## src/rtl/sw_pkg.sv

```systemverilog
// Shared types for the switch input stage: FIFO entry, channel/arbiter states,
// and pointer-width helper.
package sw_pkg;

  localparam int unsigned SW_DATA_W = 8;

  typedef struct packed {
    logic                 last;
    logic [SW_DATA_W-1:0] data;
  } fifo_entry_t;

  typedef enum logic {
    CH_ACCEPT,
    CH_DROP
  } ch_state_e;

  typedef enum logic {
    ARB_IDLE,
    ARB_XFER
  } arb_state_e;

  // One extra bit so full and empty are distinguishable with wrapping pointers.
  function automatic int unsigned ptr_w(input int unsigned depth);
    return 32'($clog2(depth)) + 32'd1;
  endfunction

endpackage

```

## src/rtl/sw_ch_fifo.sv

```systemverilog
// One input channel: hold register, packet FIFO with commit/rewind, busy and
// drop flags. Only committed (complete) packets are visible to the reader.
module sw_ch_fifo
  import sw_pkg::*;
#(
  parameter int unsigned DATA_W     = SW_DATA_W,
  parameter int unsigned FIFO_DEPTH = 16,
  parameter int unsigned BUSY_THR   = 4
) (
  input  logic              clk,
  input  logic              rst_n,
  input  logic [DATA_W-1:0] data_i,
  input  logic              en_i,
  input  logic              rd_en_i,
  output logic              avail_c_o,
  output fifo_entry_t       head_c_o,
  output logic              busy_o,
  output logic              drop_o
);

  localparam int unsigned AW = $clog2(FIFO_DEPTH);
  localparam int unsigned PW = ptr_w(FIFO_DEPTH);

  fifo_entry_t mem [FIFO_DEPTH];

  ch_state_e             state_q, state_d;
  logic [SW_DATA_W-1:0]  hold_q, hold_d;
  logic                  hold_valid_q, hold_valid_d;
  logic [PW-1:0]         wr_ptr_q, wr_ptr_d;
  logic [PW-1:0]         commit_ptr_q, commit_ptr_d;
  logic [PW-1:0]         rd_ptr_q, rd_ptr_d;
  logic                  busy_q, busy_d;
  logic                  drop_q, drop_d;
  logic                  we_c;
  fifo_entry_t           wentry_c;
  logic [PW-1:0]         used_c;
  logic                  full_c;

  assign avail_c_o = (commit_ptr_q != rd_ptr_q);
  // Head follows the post-read pointer so the arbiter can prefetch the next byte.
  assign head_c_o  = mem[rd_ptr_d[AW-1:0]];
  assign busy_o    = busy_q;
  assign drop_o    = drop_q;

  // Full check uses registered pointers: a same-edge read frees space only next edge.
  assign used_c = wr_ptr_q - rd_ptr_q;
  assign full_c = (used_c == PW'(FIFO_DEPTH));

  always_comb begin
    state_d      = state_q;
    hold_d       = hold_q;
    hold_valid_d = hold_valid_q;
    wr_ptr_d     = wr_ptr_q;
    commit_ptr_d = commit_ptr_q;
    rd_ptr_d     = rd_ptr_q + PW'(rd_en_i && avail_c_o);
    drop_d       = 1'b0;
    we_c         = 1'b0;
    wentry_c     = '0;

    case (state_q)
      CH_ACCEPT: begin
        if (en_i || hold_valid_q) begin
          if (hold_valid_q && full_c) begin
            wr_ptr_d     = commit_ptr_q;
            hold_valid_d = 1'b0;
            drop_d       = 1'b1;
            state_d      = CH_DROP;
          end else begin
            if (hold_valid_q) begin
              we_c          = 1'b1;
              wentry_c.last = ~en_i;
              wentry_c.data = hold_q;
              wr_ptr_d      = wr_ptr_q + PW'(1);
            end
            if (en_i) begin
              hold_d       = SW_DATA_W'(data_i);
              hold_valid_d = 1'b1;
            end else begin
              hold_valid_d = 1'b0;
              commit_ptr_d = wr_ptr_q + PW'(1);
            end
          end
        end
      end
      CH_DROP: begin
        if (!en_i) state_d = CH_ACCEPT;
      end
      default: state_d = CH_ACCEPT;
    endcase

    busy_d = (PW'(FIFO_DEPTH) - (wr_ptr_d - rd_ptr_d)) < PW'(BUSY_THR);
  end

  always_ff @(posedge clk or negedge rst_n) begin
    if (!rst_n) begin
      state_q      <= CH_ACCEPT;
      hold_q       <= '0;
      hold_valid_q <= 1'b0;
      wr_ptr_q     <= '0;
      commit_ptr_q <= '0;
      rd_ptr_q     <= '0;
      busy_q       <= 1'b0;
      drop_q       <= 1'b0;
    end else begin
      state_q      <= state_d;
      hold_q       <= hold_d;
      hold_valid_q <= hold_valid_d;
      wr_ptr_q     <= wr_ptr_d;
      commit_ptr_q <= commit_ptr_d;
      rd_ptr_q     <= rd_ptr_d;
      busy_q       <= busy_d;
      drop_q       <= drop_d;
    end
  end

  // Storage array carries no reset; pointers alone define its contents.
  always_ff @(posedge clk) begin
    if (we_c) mem[wr_ptr_q[AW-1:0]] <= wentry_c;
  end

endmodule

```

## src/rtl/sw_input_stage.sv

```systemverilog
// Multi-channel switch input stage: per-channel packet FIFOs feeding a
// round-robin arbiter onto a single valid/ready byte stream.
module sw_input_stage
  import sw_pkg::*;
#(
  parameter int unsigned NUM_CH     = 4,
  parameter int unsigned DATA_W     = SW_DATA_W,
  parameter int unsigned FIFO_DEPTH = 16,
  parameter int unsigned BUSY_THR   = 4
) (
  input  logic                       clk,
  input  logic                       rst_n,
  input  logic [NUM_CH*DATA_W-1:0]   data_in,
  input  logic [NUM_CH-1:0]          sw_enable_in,
  output logic [NUM_CH-1:0]          busy_out,
  output logic [NUM_CH-1:0]          drop_out,
  output logic [DATA_W-1:0]          out_data,
  output logic                       out_valid,
  input  logic                       out_ready,
  output logic                       out_sop,
  output logic                       out_eop,
  output logic [$clog2(NUM_CH)-1:0]  out_ch
);

  localparam int unsigned CH_W = $clog2(NUM_CH);

  logic [NUM_CH-1:0] avail_c;
  logic [NUM_CH-1:0] rd_en_c;
  fifo_entry_t       head_c [NUM_CH];

  for (genvar g = 0; g < NUM_CH; g++) begin : g_ch
    sw_ch_fifo #(
      .DATA_W     (DATA_W),
      .FIFO_DEPTH (FIFO_DEPTH),
      .BUSY_THR   (BUSY_THR)
    ) u_fifo (
      .clk       (clk),
      .rst_n     (rst_n),
      .data_i    (data_in[g*DATA_W +: DATA_W]),
      .en_i      (sw_enable_in[g]),
      .rd_en_i   (rd_en_c[g]),
      .avail_c_o (avail_c[g]),
      .head_c_o  (head_c[g]),
      .busy_o    (busy_out[g]),
      .drop_o    (drop_out[g])
    );
  end

  arb_state_e           arb_q, arb_d;
  logic [CH_W-1:0]      last_grant_q, last_grant_d;
  logic [CH_W-1:0]      ch_q, ch_d;
  logic [SW_DATA_W-1:0] data_q, data_d;
  logic                 valid_q, valid_d;
  logic                 sop_q, sop_d;
  logic                 eop_q, eop_d;

  logic                 grant_found_c;
  logic [CH_W-1:0]      grant_c;
  logic [CH_W-1:0]      cand_c;
  logic [CH_W-1:0]      sel_c;
  fifo_entry_t          head_sel_c;

  // Round-robin search starting just after the last served channel.
  always_comb begin
    grant_found_c = 1'b0;
    grant_c       = '0;
    cand_c        = '0;
    for (int unsigned i = 1; i <= NUM_CH; i++) begin
      cand_c = CH_W'((32'(last_grant_q) + i) % NUM_CH);
      if (!grant_found_c && avail_c[cand_c]) begin
        grant_found_c = 1'b1;
        grant_c       = cand_c;
      end
    end
  end

  assign sel_c      = (arb_q == ARB_IDLE) ? grant_c : ch_q;
  assign head_sel_c = head_c[sel_c];

  always_comb begin
    rd_en_c = '0;
    if (arb_q == ARB_XFER && valid_q && out_ready) rd_en_c[ch_q] = 1'b1;
  end

  always_comb begin
    arb_d        = arb_q;
    last_grant_d = last_grant_q;
    ch_d         = ch_q;
    data_d       = data_q;
    valid_d      = valid_q;
    sop_d        = sop_q;
    eop_d        = eop_q;
    case (arb_q)
      ARB_IDLE: begin
        if (grant_found_c) begin
          arb_d   = ARB_XFER;
          ch_d    = grant_c;
          valid_d = 1'b1;
          sop_d   = 1'b1;
          data_d  = head_sel_c.data;
          eop_d   = head_sel_c.last;
        end
      end
      ARB_XFER: begin
        if (out_ready) begin
          if (eop_q) begin
            arb_d        = ARB_IDLE;
            last_grant_d = ch_q;
            valid_d      = 1'b0;
            sop_d        = 1'b0;
            eop_d        = 1'b0;
          end else begin
            sop_d  = 1'b0;
            data_d = head_sel_c.data;
            eop_d  = head_sel_c.last;
          end
        end
      end
      default: arb_d = ARB_IDLE;
    endcase
  end

  always_ff @(posedge clk or negedge rst_n) begin
    if (!rst_n) begin
      arb_q        <= ARB_IDLE;
      last_grant_q <= CH_W'(NUM_CH - 1);
      ch_q         <= '0;
      data_q       <= '0;
      valid_q      <= 1'b0;
      sop_q        <= 1'b0;
      eop_q        <= 1'b0;
    end else begin
      arb_q        <= arb_d;
      last_grant_q <= last_grant_d;
      ch_q         <= ch_d;
      data_q       <= data_d;
      valid_q      <= valid_d;
      sop_q        <= sop_d;
      eop_q        <= eop_d;
    end
  end

  assign out_data  = DATA_W'(data_q);
  assign out_valid = valid_q;
  assign out_sop   = sop_q;
  assign out_eop   = eop_q;
  assign out_ch    = ch_q;

endmodule

```

## config.mk

```make
export PLATFORM = sky130hd
export DESIGN_NAME = sw_input_stage
export DESIGN_NICKNAME = d
export VERILOG_FILES = /design/src/rtl/sw_pkg.sv /design/src/rtl/sw_ch_fifo.sv /design/src/rtl/sw_input_stage.sv
export SDC_FILE = /design/constraint.sdc
export NUM_CORES = 1
export LEC_CHECK = 0
export BUFFER_PORTS_ARGS = -buffer_cell sky130_fd_sc_hd__buf_2
export CAP_MARGIN = 20
export CORE_ASPECT_RATIO = 1.75
export CORE_MARGIN = 8
export CORE_UTILIZATION = 60
export CTS_CLUSTER_DIAMETER = 40
export DETAILED_ROUTE_END_ITERATION = 8
export GPL_ROUTABILITY_DRIVEN = 0
export PLACE_DENSITY = 0.77
export REMOVE_ABC_BUFFERS = 1
export SETUP_SLACK_MARGIN = 0.15
export SYNTH_ARGS = -nofsm -noshare
export SYNTH_HDL_FRONTEND = slang
export SYNTH_HIERARCHICAL = 1
export SYNTH_SLANG_ARGS = --single-unit
```

## constraint.sdc

```tcl
create_clock -name clk -period 12.05 [get_ports clk]
set_input_delay 0.6025 -clock clk [delete_from_list [all_inputs] [get_ports clk]]
set_output_delay 0.6025 -clock clk [all_outputs]
set_load 0.01 [all_outputs]
```

# --- After elaboration in Yosys (flattened, before gate mapping) ---
# Memories as Yosys holds them, arrays and structs flattened.
# Index checks and enable logic that the tools add are counted.
op_classes:
  magnitude_cmp: 11
  muxes: 121
  reduce_logical: 38
  add_sub_neg: 24
  n_eq_ne: 12
  bitwise: 14
op_table:
  columns: ["operator", "n"]
  rows:
  - ["9-bit two-way mux", 18]
  - ["5-bit two-way mux", 16]
  - ["1-bit two-way mux", 63]
  - ["5-bit subtractor", 8]
  - ["4-bit AND reduction", 8]
  - ["8-bit two-way mux", 3]
  - ["5-bit by 1-bit adder with 5-bit output", 4]
  - ["5-bit by 1-bit adder with 5-bit output (second input constant)", 4]
  - ["5-bit equality test (second input constant)", 4]
  - ["5-bit by 3-bit less-than comparator with 1-bit output (second input constant)", 4]
  - ["5-bit inequality test", 4]
  - ["5-bit subtractor (first input constant)", 4]
  - ["9-bit binary-select mux with 2-bit select", 1]
  - ["1-bit case mux with 2 select lines", 8]
  - ["8-bit case mux with 2 select lines", 1]
  - ["2-bit by 3-bit less-than comparator with 1-bit output (second input constant)", 5]
  - ["1-bit logical AND", 14]
  - ["1-bit inverter", 13]
  - ["2-bit AND reduction", 6]
  - ["2-bit two-way mux", 5]
  - ["3-bit AND reduction", 3]
  - ["1-bit binary-select mux with 2-bit select", 4]
  - ["2-bit inequality test (second input constant)", 3]
  - ["2-bit by 1-bit adder with 2-bit output (second input constant)", 2]
  - ["9 further kinds", 15]
totals:
  word_cells: 263
  register_bits: 124
  n_memories: 4
  in_bits: 39
  ramBits: 576
mem_list:
  columns: ["name", "depth", "word_bits", "rd", "rd_ports_with_merged_regs", "write_ports", "line", "text"]
  rows:
  - ["g_ch[0].u_fifo.mem", 16, 9, 1, 0, 1, "sw_ch_fifo.sv:24", "fifo_entry_t mem [FIFO_DEPTH];"]
  - ["g_ch[1].u_fifo.mem", 16, 9, 1, 0, 1, "sw_ch_fifo.sv:24", null]
  - ["g_ch[2].u_fifo.mem", 16, 9, 1, 0, 1, "sw_ch_fifo.sv:24", null]
  - ["g_ch[3].u_fifo.mem", 16, 9, 1, 0, 1, "sw_ch_fifo.sv:24", null]

# --- Longest topological paths before layout ---
# Gate-level depths: netlist (run 1).
logic_depth:
  ltp_word: 21
  mapped_depth: 20
  depth_no_buf: 18

# --- By module ---
# The synthesis (run 1) kept the hierarchy.
modules_own_cells:
  columns: ["mod", "seq_area_each_um2", "area_each_um2", "cells_each", "n_inst"]
  rows:
  - ["sw_ch_fifo (g_ch[1].u_fifo)", 4999.8, 7368.3, 455, 1]
  - ["sw_ch_fifo (g_ch[2].u_fifo)", 4999.8, 7298.2, 438, 1]
  - ["sw_ch_fifo (g_ch[0].u_fifo)", 4999.8, 7219.4, 434, 1]
  - ["sw_ch_fifo (g_ch[3].u_fifo)", 4999.8, 7130.6, 420, 1]
  - ["sw_input_stage", 402.9, 1526.5, 195, 1]

# --- Worst setup path after synthesis (run 1) ---
# OpenSTA, ideal clock, no wires.
synth_timing:
  path_type: "reg2reg"
  start: "register g_ch[2].u_fifo.rd_ptr_q[1]"
  end: "register g_ch[2].u_fifo.busy_q"
  setup_ns: 0.121
  arrival_time_ns: 4.140
  slack_ns: 7.789
  t_required_ns: 11.929
  stages_incl_launch_ff: 19
  synth_period_minus_slack_ns: 4.261
  cell_sequence: "dfrtp_1 xor2_1 nor3_1 nand3_1 and2_1 ha_1 ha_1 xnor2_1 clkinv_1 clkbuf_1 ha_1 ha_1 nand3_1 a221o_1 nand3_1 o21a_1 o2111ai_1 nor3_1 and4b_1"
synth_between:
  elab_cells_between_ends: 12
  classes_between: "add/sub: 4; order compare: 1; eq/ne: 2; mux: 3; reduce/logical: 2"
synth_rtl:
  columns: ["item", "line", "text"]
  rows:
  - ["from (decl)", "sw_ch_fifo.sv:31", "logic [PW-1:0] rd_ptr_q, rd_ptr_d;"]
  - ["from (signal assigned)", "sw_ch_fifo.sv:110", "rd_ptr_q <= rd_ptr_d;"]
  - ["5-bit inequality test", "sw_ch_fifo.sv:39", "assign avail_c_o = (commit_ptr_q != rd_ptr_q);"]
  - ["net avail_c[2]", "sw_input_stage.sv:27", "logic [NUM_CH-1:0] avail_c;"]
  - ["1-bit logical AND", "sw_ch_fifo.sv:55", "rd_ptr_d = rd_ptr_q + PW'(rd_en_i && avail_c_o);"]
  - ["5-bit by 1-bit adder with 5-bit output", "sw_ch_fifo.sv:55", null]
  - ["net g_ch[2].u_fifo.rd_ptr_d[2]", "sw_ch_fifo.sv:31", null]
  - ["5-bit subtractor (2 in a row)", "sw_ch_fifo.sv:91", "busy_d = (PW'(FIFO_DEPTH) - (wr_ptr_d - rd_ptr_d)) < PW'(BUSY_THR);"]
  - ["5-bit by 3-bit less-than comparator with 1-bit output", "sw_ch_fifo.sv:91", null]
  - ["net g_ch[2].u_fifo.busy_d", "sw_ch_fifo.sv:32", "logic busy_q, busy_d;"]
  - ["to (signal assigned)", "sw_ch_fifo.sv:111", "busy_q <= busy_d;"]
  - ["to (decl)", "sw_ch_fifo.sv:32", null]
# The timed path passes the listed nets, and every way through them passes these cells.
# A chain may end at the register's enable or synchronous reset.

# --- Worst setup path after layout (run 1) ---
layout_timing:
  start: "register arb_q"
  end: "register g_ch[2].u_fifo.busy_q"
layout_between:
  elab_chain_len: 8
layout_lines:
  columns: ["item", "line", "text"]
  rows:
  - ["from (decl)", "sw_input_stage.sv:49", "arb_state_e arb_q, arb_d;"]
  - ["from (signal assigned)", "sw_input_stage.sv:133", "arb_q <= arb_d;"]
  - ["1-bit logical AND (2 in a row)", "sw_input_stage.sv:82", "if (arb_q == ARB_XFER && valid_q && out_ready) rd_en_c[ch_q] = 1'b1;"]
  - ["4-bit two-way mux", "sw_input_stage.sv:82", null]
  - ["net rd_en_c[2]", "sw_input_stage.sv:28", "logic [NUM_CH-1:0] rd_en_c;"]
  - ["1-bit logical AND", "sw_ch_fifo.sv:55", null]
  - ["5-bit by 1-bit adder with 5-bit output", "sw_ch_fifo.sv:55", null]
  - ["net g_ch[2].u_fifo.rd_ptr_d[3]", "sw_ch_fifo.sv:31", null]
  - ["5-bit subtractor (2 in a row)", "sw_ch_fifo.sv:91", null]
  - ["5-bit by 3-bit less-than comparator with 1-bit output", "sw_ch_fifo.sv:91", null]
  - ["net g_ch[2].u_fifo.busy_d", "sw_ch_fifo.sv:32", null]
# The timed path passes the listed nets, and every way through them passes these cells.

==> flow_summary.toml, run 1 <==
[global_route]
grt_overflow = 0
grt_pass1_vias = 18044
grt_usage_pct = 23.0
grt_start_max_net_pins = 78
grt_pass1_wl_mm = 105
antenna_found_initial = 1

[logic_synthesis]
yosys-top-cells-area = "edfxtp_1 57%, mux4_2 11%, dfrtp_1 10%"
yosys.area.top_type = "edfxtp_1"
ys_top_cells_by_count = "576 x edfxtp_1, 219 x nand2_1, 144 x mux4_2"
postSynthCellCount = 1942
syn-cell-area_um2 = 30500
synth_top_family_by_area = "multiplexers"
synth-compound-area-share_pct = 4.91
synth.avg_cell_area_um2 = 15.7
yosysWarnings = 6
yosys_register_bits = 700
synthAdderAreaFrac_pct = 2.72
synth_top_area_share_pct = 56.6
synth.most_common_cell = "edfxtp_1"
yosysUniqueCellTypes = 90
synth_async_sr_flop_share_pct = 17.7
yosys.area_share.xor_xnor_pct = 1.96
yosys_most_used_dff = "edfxtp_1"
synth-simple-area-share_pct = 8.89
synth.area.mux_share_pct = 12.8
synth_edf_count = 576
ys_seq_area_share_pct = 66.8

[cts]
h-tree-depth = 2
path_clk_slew_ps = 70
cts_buffer_depth = 3
root_buffer = "clkbuf_16"
tritoncts = "done"
cts.sinks = 700
cts_buffers = 60
clock_latency_ps = 620

[setup_path]
worstSetupPathType = "reg -> reg"
critical_path.max_fanout = 22
critPathLaunchType = "flip-flop"
crit_path_end_kind = "flip-flop"
crit_required_ps = 12550
critPathArrivalTime_ps = 5710

[cells_and_area]
post-route-cell-area_um2 = 33700
fin_util_pct = 66.8
drive_gt1_share_pct = 19.9
fin_cells = 2734
fin_nets = 2120
syn_to_final_growth_pct = 10.4
n_fill_cell = 3395
seq_area_um2 = 20400
antennaDiodeCount = 0
multi_input_area_um2 = 9570

[timing]
hold_viol_final = 0
tightest_slew_ps = 1070
min_period_ps = 5210
clock_skew_ps = 22.9
timing.fmax_mhz = 192
rsz0062_at_grt = "no"
timing.final.crit_share_pct = 43.3
relSlewSlack_pct = 28.4
maxSlewViolCount = 0
setup_viol = 0
setup-tns-final_ps = 0
fin_ws_ps = 6840

[floorplan]
rows = 109
core-area_um2 = 50500
start_util_pct = 60.5
die_w_um = 187
die_area_um2 = 58700
num_io_pins = 60
die_y_um = 314

[detailed_routing]
via_per_inst = 6.34
drc_errors = 0
wl_per_cell_um = 24.8
antenna_left = 0
drt-total-wl_mm = 67.7
via_count = 17340
drt_iter0_drc = 1651
dr.pass1.iters = 6

[power_and_ir_drop]
ir_drop_uv = 197
power_density_nw_per_um2 = 282
leakagePower_nw = 12.3

[place]
place_inst = 2619
hpwl_mm = 45.4
port_buffers = 59
place_area_um2 = 31600
pre_cts_slack_ps = 7020

[run]
maxCapViolCount = 0

[outcome]
run_status = "finished clean"

[hold_path]
hold_class = "in -> reg"
-- flip-flops by register name (all words and copies together), names as in the netlist, 2 cells and up --
signal                    flops
g_ch.u_fifo/wr_ptr_q         20
g_ch.u_fifo/commit_ptr_q     20
g_ch.u_fifo/mem             576
g_ch.u_fifo/hold_valid_q      4
last_grant_q                  2
g_ch.u_fifo/rd_ptr_q         20
out_data                      8
g_ch.u_fifo/state_q           4
g_ch.u_fifo/busy_o            4
g_ch.u_fifo/drop_o            4
out_ch                        2
g_ch.u_fifo/hold_q           32
-- placed cells by master (no fill, tap or decap), drive strengths merged, types with 5 or more instances in the layout --
master	count
xor2	25
nor3	33
a31oi	42
a21o	24
dfrtp	122
o21ai	43
or3	5
bufinv	9
and2	10
mux4	144
inv	57
clkinvlp	5
xnor2	37
nand4	13
buf	94
edfxtp	576
nand3	41
a32oi	6
nor2	96
ha	60
nand2	220
nor3b	6
nor2b	10
o211ai	5
a221o	9
mux2	42
mux2i	13
clkbuf	70
o32ai	8
nand3b	5
a21oi	34
o21a	12
and3	83
nand2b	25
clkinv	29
-- worst paths after layout --
kind / from / end / slack [ps] / depth (start not counted)
worst max-delay path: arb_q / g_ch[2].u_fifo/busy_o / 6840 / 16
worst min-delay path: data_in[26] / g_ch[3].u_fifo/hold_q[2] / 210 / 2
worst max register to register: arb_q / g_ch[2].u_fifo/busy_o / 6840 / 16
worst min register to register: g_ch[0].u_fifo/hold_q[0] / g_ch[0].u_fifo/hold_q[0] / 500 / 1
max in group asynchronous: rst_n / g_ch[3].u_fifo/hold_q[0] / 10560 / 4
min in group asynchronous: rst_n / g_ch[2].u_fifo/wr_ptr_q[2] / 500 / 2
-- final cells by class --
type	count	share of cell area, %
multi-input cells	1103	28.4
clock buffers	70	4.72
inverters	57	0.635
repair buffers	95	1.76
clock inverters	43	1.50
well taps	666	2.47
flip-flops and latches	700	60.5
-- power by group --
| group | total [W] | switching (W) | internal, W |
|---|---|---|---|
| Sequential | 0.00367 | 0.000301 | 0.00337 |
| Combinational | 0.00381 | 0.00229 | 0.00152 |
| Clock | 0.00204 | 0.000885 | 0.00115 |
| Total | 0.00952 | 0.00347 | 0.00605 |
-- repair_timing --
item / CTS / global route
buffers inserted: 0 / 0
endpoints found under the hold margin: 47 / 0
hold buffers: 1 / 0
resized for setup: 0 / 0
-- kinds of logic after synthesis --
| group | after synthesis |
|---|---|
| compound gates | 214 |
| xor+xnor | 64 |
| fa+ha+maj | 64 |
| mux | 199 |
| simple gates | 562 |
| buf+inv | 139 |
| flops | 700 |
-- critical path: stages (launching register included) --
cell       delay (ps)
dfrtp_1           790
nand2_1           220
nor3_1            200
and2_1            160
ha_2              210
nand3_1           110
xnor2_1           700
clkinv_1          650
ha_1              480
ha_1              340
nand3_1            80
a221o_1           300
nor3_1            190
nand3_1           100
o2111ai_1         120
o21ai_0           180
and4b_1           240
-- routing by layer --
metal	GRT usage (%)	wire length, µm	vias up
met5	0	14	-
met4	9.70	2950	2
met3	3.22	3680	167
met2	42.6	36700	658
met1	26.5	24300	8877
li1	-	-	7636
-- per-stage QoR --
| stage | hold WS (ps) | total power [W] |
|---|---|---|
| detailed placement | 488 | 0.00750 |
| CTS | 185 | 0.00956 |
| floorplan | 307 | 0.00630 |
| finish | 213 | 0.00952 |
| global route | 198 | 0.0100 |
| global placement | 483 | 0.00736 |
Power figures use the tool's default switching activity.
==> run 2, diff against run 1 <==
- CORE_UTILIZATION: 60 -> 57
- PLACE_DENSITY: 0.77 -> 0.76
- clock period: 12.05 -> 4.2 ns (I/O delays scaled with it)
==> run 2 against run 1 <==
Critical path type unchanged. Clock-buffer cell count grew 2. Final area grew 3.2%. Clock skew grew 5.4 ps. Sequential cell count is the same. Combinational power grew to 3.1 times the previous value. Cell count grew 4.6%.
==> flow_summary.toml, run 2 (synthesized netlist as in run 1, its figures left out) <==
[outcome]
run_status = "finished clean"

[global_route]
grt_start_max_net_pins = 89
grt_pass1_vias = 18515
antenna_found_initial = 0
grt_overflow = 0
grt_pass1_wl_mm = 106
grt_usage_pct = 22.6

[cts]
clock_latency_ps = 630
cts_buffers = 61
cts_buffer_depth = 3
h-tree-depth = 2
cts.sinks = 700
root_buffer = "clkbuf_16"
tritoncts = "done"
path_clk_slew_ps = 70

[power_and_ir_drop]
power_density_nw_per_um2 = 809
switching_share_pct = 36.1
pwr-share-comb_pct = 42.5
ir_drop_uv = 722
p_clk_share_pct = 20.7
leakagePower_nw = 12.8
power.internal_w = 0.0180
pwr-share-seq_pct = 36.7
power.switching_w = 0.0102

[timing]
rsz0062_at_grt = "yes"
timing.final.crit_share_pct = 96.9
tightest_slew_ps = 1110
min_period_ps = 4070
clock_skew_ps = 28.3
setup-tns-final_ps = 0
timing.fmax_mhz = 246
hold_viol_final = 0
maxSlewViolCount = 0
setup_viol = 0
fin_ws_ps = 130
relSlewSlack_pct = 25.5

[setup_path]
max_stage_delay_ps = 510
cpMaxStageDelayCell = "or4_4"
crit_required_ps = 4700
crit_path_end_kind = "flip-flop"
r2r.worst_path.cells = 17
critical_path.max_fanout = 3
critPathLaunchType = "flip-flop"
critPathArrivalTime_ps = 4570
path_cells = "ha_1 -> or3b_1 -> or4_4 -> o211ai_4 -> and2_4 -> nor3b_1 -> o21ai_1 -> o21ai_0 -> ha_1 -> ha_4 -> nand3_1 -> a221o_1 -> nand3_1 -> o21a_1 -> o2111ai_2 -> nor3_2 -> and4b_1"
worstSetupPathType = "reg -> reg"

[floorplan]
num_io_pins = 60
start_util_pct = 57.5
die_area_um2 = 61500
rows = 112
die_w_um = 191
core-area_um2 = 53100
die_y_um = 322

[cells_and_area]
largest_reg_flops = 576
antennaDiodeCount = 0
drive_gt1_share_pct = 22.7
mostFrequentLayoutCells = "576 x edfxtp_1, 218 x nand2_1, 144 x mux4_2"
layout_commonest_cell = "edfxtp_1"
fin_cells = 2860
seq_area_um2 = 20400
fin_nets = 2231
syn_to_final_growth_pct = 13.9
multi_input_area_um2 = 9660
n_fill_cell = 3576

[place]
pre_cts_slack_ps = -29.7
port_buffers = 59
place_inst = 2698
hpwl_mm = 47.1

[detailed_routing]
drt-total-wl_mm = 69.6
drt_iter0_drc = 1550
drc_errors = 0
wl_per_cell_um = 24.3
antenna_left = 0
dr.pass1.iters = 8
via_count = 17765
via_per_inst = 6.21

[run]
maxCapViolCount = 0

[hold_path]
hold_class = "in -> async"
run 2: worst max-delay path: cells and delay by family (launching register included):
| family | cells | cell delay (ps) |
|---|---|---|
| simple gates | 8 | 1710 |
| compound gates | 6 | 960 |
| fa+ha+maj | 3 | 840 |
| flops | 1 | 430 |
run 2: worst paths after layout:
path	slack, ps	start	to
worst max-delay path	130	g_ch[2].u_fifo/rd_ptr_q[0]	g_ch[2].u_fifo/busy_o
worst min-delay path	240	rst_n	g_ch[2].u_fifo/hold_q[2]
worst max register to register	130	g_ch[2].u_fifo/rd_ptr_q[0]	g_ch[2].u_fifo/busy_o
worst min register to register	500	g_ch[0].u_fifo/hold_q[0]	g_ch[0].u_fifo/hold_q[0]
max in group asynchronous	2960	rst_n	g_ch[0].u_fifo/wr_ptr_q[3]
min in group clk	350	data_in[6]	g_ch[0].u_fifo/hold_q[6]
run 2: power groups by stage:
| stage | Clock, W | Combinational [W] | Sequential [W] |
|---|---|---|---|
| 4_1_cts | 0.00593 | 0.0117 | 0.0103 |
| 3_3_place_gp | 0 | 0.0111 | 0.0104 |
| 6_report | 0.00584 | 0.0120 | 0.0103 |
| 5_1_grt | 0.00617 | 0.0129 | 0.0105 |
| 2_1_floorplan | 0 | 0.00772 | 0.0104 |
| 3_5_place_dp | 0 | 0.0115 | 0.0105 |
run 2: area by class of cell:
cell class	count	area share, %
Inverter	57	0.615
Clock inverter	39	1.47
Timing Repair Buffer	205	4.53
Clock buffer	72	4.53
Sequential cell	700	58.6
Multi-Input combinational cell	1103	27.8
Tap cell	684	2.46
run 2: metrics by stage:
stage,utilization (%),hold WS [ps],instance area (µm²),total power [W]
global route,65.5,306,34800,0.0295
CTS,65.2,299,34600,0.0280
detailed placement,60.4,330,32100,0.0220
floorplan,-,-85.6,30200,0.0181
global placement,60.4,323,32100,0.0215
finish,65.5,241,34800,0.0282
run 2: routing by layer:
metal	share of wire, %	vias to the layer above	global-route usage, %
met4	5.0	0	11.1
met3	5.6	186	2.95
met5	0	-	0
met2	54	689	40.9
li1	-	7845	-
met1	36	9045	26.0
run 2: what timing repair did:
action,4_1_cts,5_1_grt
resized for setup,6,22
endpoints found under the hold margin,131,0
setup endpoints to repair,1,12
gates cloned,0,1
pin swaps,3,10
setup buffers,3,9
hold buffers,38,0
==> run 3, diff against run 2 <==
- CELL_PAD_IN_SITES_DETAIL_PLACEMENT: not set -> 0
- CELL_PAD_IN_SITES_GLOBAL_PLACEMENT: not set -> 2
- CORE_UTILIZATION: 57 -> 43
- MAX_ROUTING_LAYER: not set -> met4
- PLACE_DENSITY: 0.76 -> not set
- PLACE_DENSITY_LB_ADDON: not set -> 0.1
==> run 3 against run 2 <==
Critical path depth is the same. Sequential power is essentially flat. Worst hold slack lost 93 ps. Utilization shrank 15 points. Fmax grew 2.6%. Highest routed layer unchanged. Register-to-register slack gained 100 ps. Total power grew 3.9%. Clock-buffer cell count grew 21. Clock power grew 14%.
==> flow_summary.toml, run 3 (synthesized netlist as in run 1, its figures left out) <==
[timing]
clock_skew_ps = 19.0
setup_viol = 0
timing.fmax_mhz = 252
maxSlewViolCount = 0
tightest_slew_ps = 1130
hold_viol_final = 0
min_period_ps = 3970
rsz0062_at_grt = "yes"
timing.final.crit_share_pct = 94.4
relSlewSlack_pct = 24.2

[setup_path]
critPathLaunchType = "flip-flop"
critPathArrivalTime_ps = 4470
path_cells = "ha_1 -> or3b_4 -> or4_4 -> o211ai_4 -> and2_4 -> nor3b_1 -> o21ai_1 -> o21ai_1 -> ha_1 -> ha_4 -> nand3_1 -> a221o_1 -> nand3_1 -> o21a_1 -> o2111ai_2 -> nor3_1 -> and4b_1"
r2r-start = "g_ch[2].u_fifo/wr_ptr_q[1]"
cpMaxStageDelayCell = "or4_4"
max_stage_delay_ps = 500
crit_path_end_kind = "flip-flop"
r2r.worst_path.cells = 17
critPathLaunch = "g_ch[2].u_fifo/wr_ptr_q[1]"
worstSetupPathType = "reg -> reg"
worst_r2r_endpoint = "g_ch[2].u_fifo/busy_o"
critical_path.max_fanout = 5
crit_path_end = "g_ch[2].u_fifo/busy_o"
reg2reg_setup_slack_ps = 230
crit_required_ps = 4700

[detailed_routing]
dr.pass1.iters = 5
drc_errors = 0
wl_per_cell_um = 24.2
drt_iter0_drc = 1038
via_count = 17399
drt-total-wl_mm = 76.4
via_per_inst = 5.51
antenna_left = 0

[power_and_ir_drop]
ir_drop_uv = 532
pwr-share-seq_pct = 35.3
power.internal_w = 0.0186
pwr-share-comb_pct = 41.9
leakagePower_nw = 13.2
power.switching_w = 0.0106
power_density_nw_per_um2 = 816
switching_share_pct = 36.3
p_clk_share_pct = 22.7

[cts]
h-tree-depth = 3
cts.sinks = 700
clock_latency_ps = 630
path_clk_slew_ps = 60
cts_buffers = 76
root_buffer = "clkbuf_16"
tritoncts = "done"
cts_buffer_depth = 3

[global_route]
grt_pass1_wl_mm = 115
grt_overflow = 0
grt_pass1_vias = 18500
grt_usage_pct = 19.6
grt_start_max_net_pins = 69
antenna_found_initial = 1

[floorplan]
core-area_um2 = 70500
die_area_um2 = 80200
num_io_pins = 60
die_y_um = 369
die_w_um = 217
start_util_pct = 43.3
rows = 129

[run]
maxCapViolCount = 0

[cells_and_area]
syn_to_final_growth_pct = 17.4
fin_nets = 2284
drive_gt1_share_pct = 25.3
fin_util_pct = 50.8
layout_commonest_cell = "edfxtp_1"
largest_reg_flops = 576
mostFrequentLayoutCells = "576 x edfxtp_1, 219 x nand2_1, 144 x mux4_2"
fin_cells = 3159

[outcome]
run_status = "finished clean"

[place]
port_buffers = 59
place_inst = 2971
hpwl_mm = 53.0

[hold_path]
hold_class = "in -> async"
## run 3: stage by stage
step                      cell area (µm²)  hold slack [ps]  TNS (ps)  power (W)  setup WS (ps)
final                               35800              148         0     0.0292            234
after global routing                35800              188         0     0.0310            121
after CTS                           35600              186         0     0.0294            163
after detailed placement            32700              303     -28.0     0.0226          -28.0
after global placement              32700              306     -22.7     0.0224          -22.7
after floorplan                     30200            -85.6     -3060     0.0181           -607
## run 3: area by class of cell
cell class	count	area [µm²]
Multi-Input combinational cell	1103	9700
Clock buffer	93	2030
Timing Repair Buffer	243	1890
Sequential cell	700	20400
Fill cell	5884	34700
Tap cell	917	1150
Inverter	57	214
Clock inverter	45	464
Antenna cell	1	2.50
## run 3: power groups by stage
stage	Clock [W]	Sequential [W]	Combinational, W
after detailed placement	0	0.0105	0.0121
after floorplan	0	0.0104	0.00772
after global routing	0.00709	0.0105	0.0134
final	0.00665	0.0103	0.0123
after global placement	0	0.0104	0.0120
after CTS	0.00682	0.0103	0.0122
## run 3: worst min-delay path by stage
stage,start,endpoint,slack (ps),depth (start not counted)
6_report,rst_n,g_ch[3].u_fifo/busy_o,150,2
5_1_grt,rst_n,g_ch[3].u_fifo/busy_o,190,2
4_1_cts,rst_n,g_ch[3].u_fifo/busy_o,190,2
3_5_place_dp,rst_n,g_ch[3].u_fifo/drop_o,300,1
3_3_place_gp,rst_n,g_ch[2].u_fifo/busy_o,310,1
2_1_floorplan,rst_n,arb_q,-90,0
## run 3: timing repair
action / CTS / global route
endpoints found under the hold margin: 109 / 0
pin swaps: 1 / 9
endpoints found under the setup margin: 1 / 5
resized for setup: 7 / 30
hold buffers: 38 / 0
setup buffers: 1 / 7
gates cloned: 0 / 3
## run 3: critical path, delay by kind of cell (launching register included)
kind,cells,cell delay [ps]
AO/OA/AOI/OAI,6,960
adder cells (fa/ha/maj),3,820
AND/OR/NAND/NOR,8,1690
flip-flops,1,380
## run 3: routing by layer
| layer | track usage, % | vias to the layer above | part of all wire (%) |
|---|---|---|---|
| li1 | - | 7992 | - |
| met5 | - | - | 0 |
| met1 | 21.6 | 8989 | 38 |
| met2 | 35.9 | 336 | 56 |
| met3 | 3.24 | 82 | 4.0 |
| met4 | 5.74 | 0 | 2.3 |
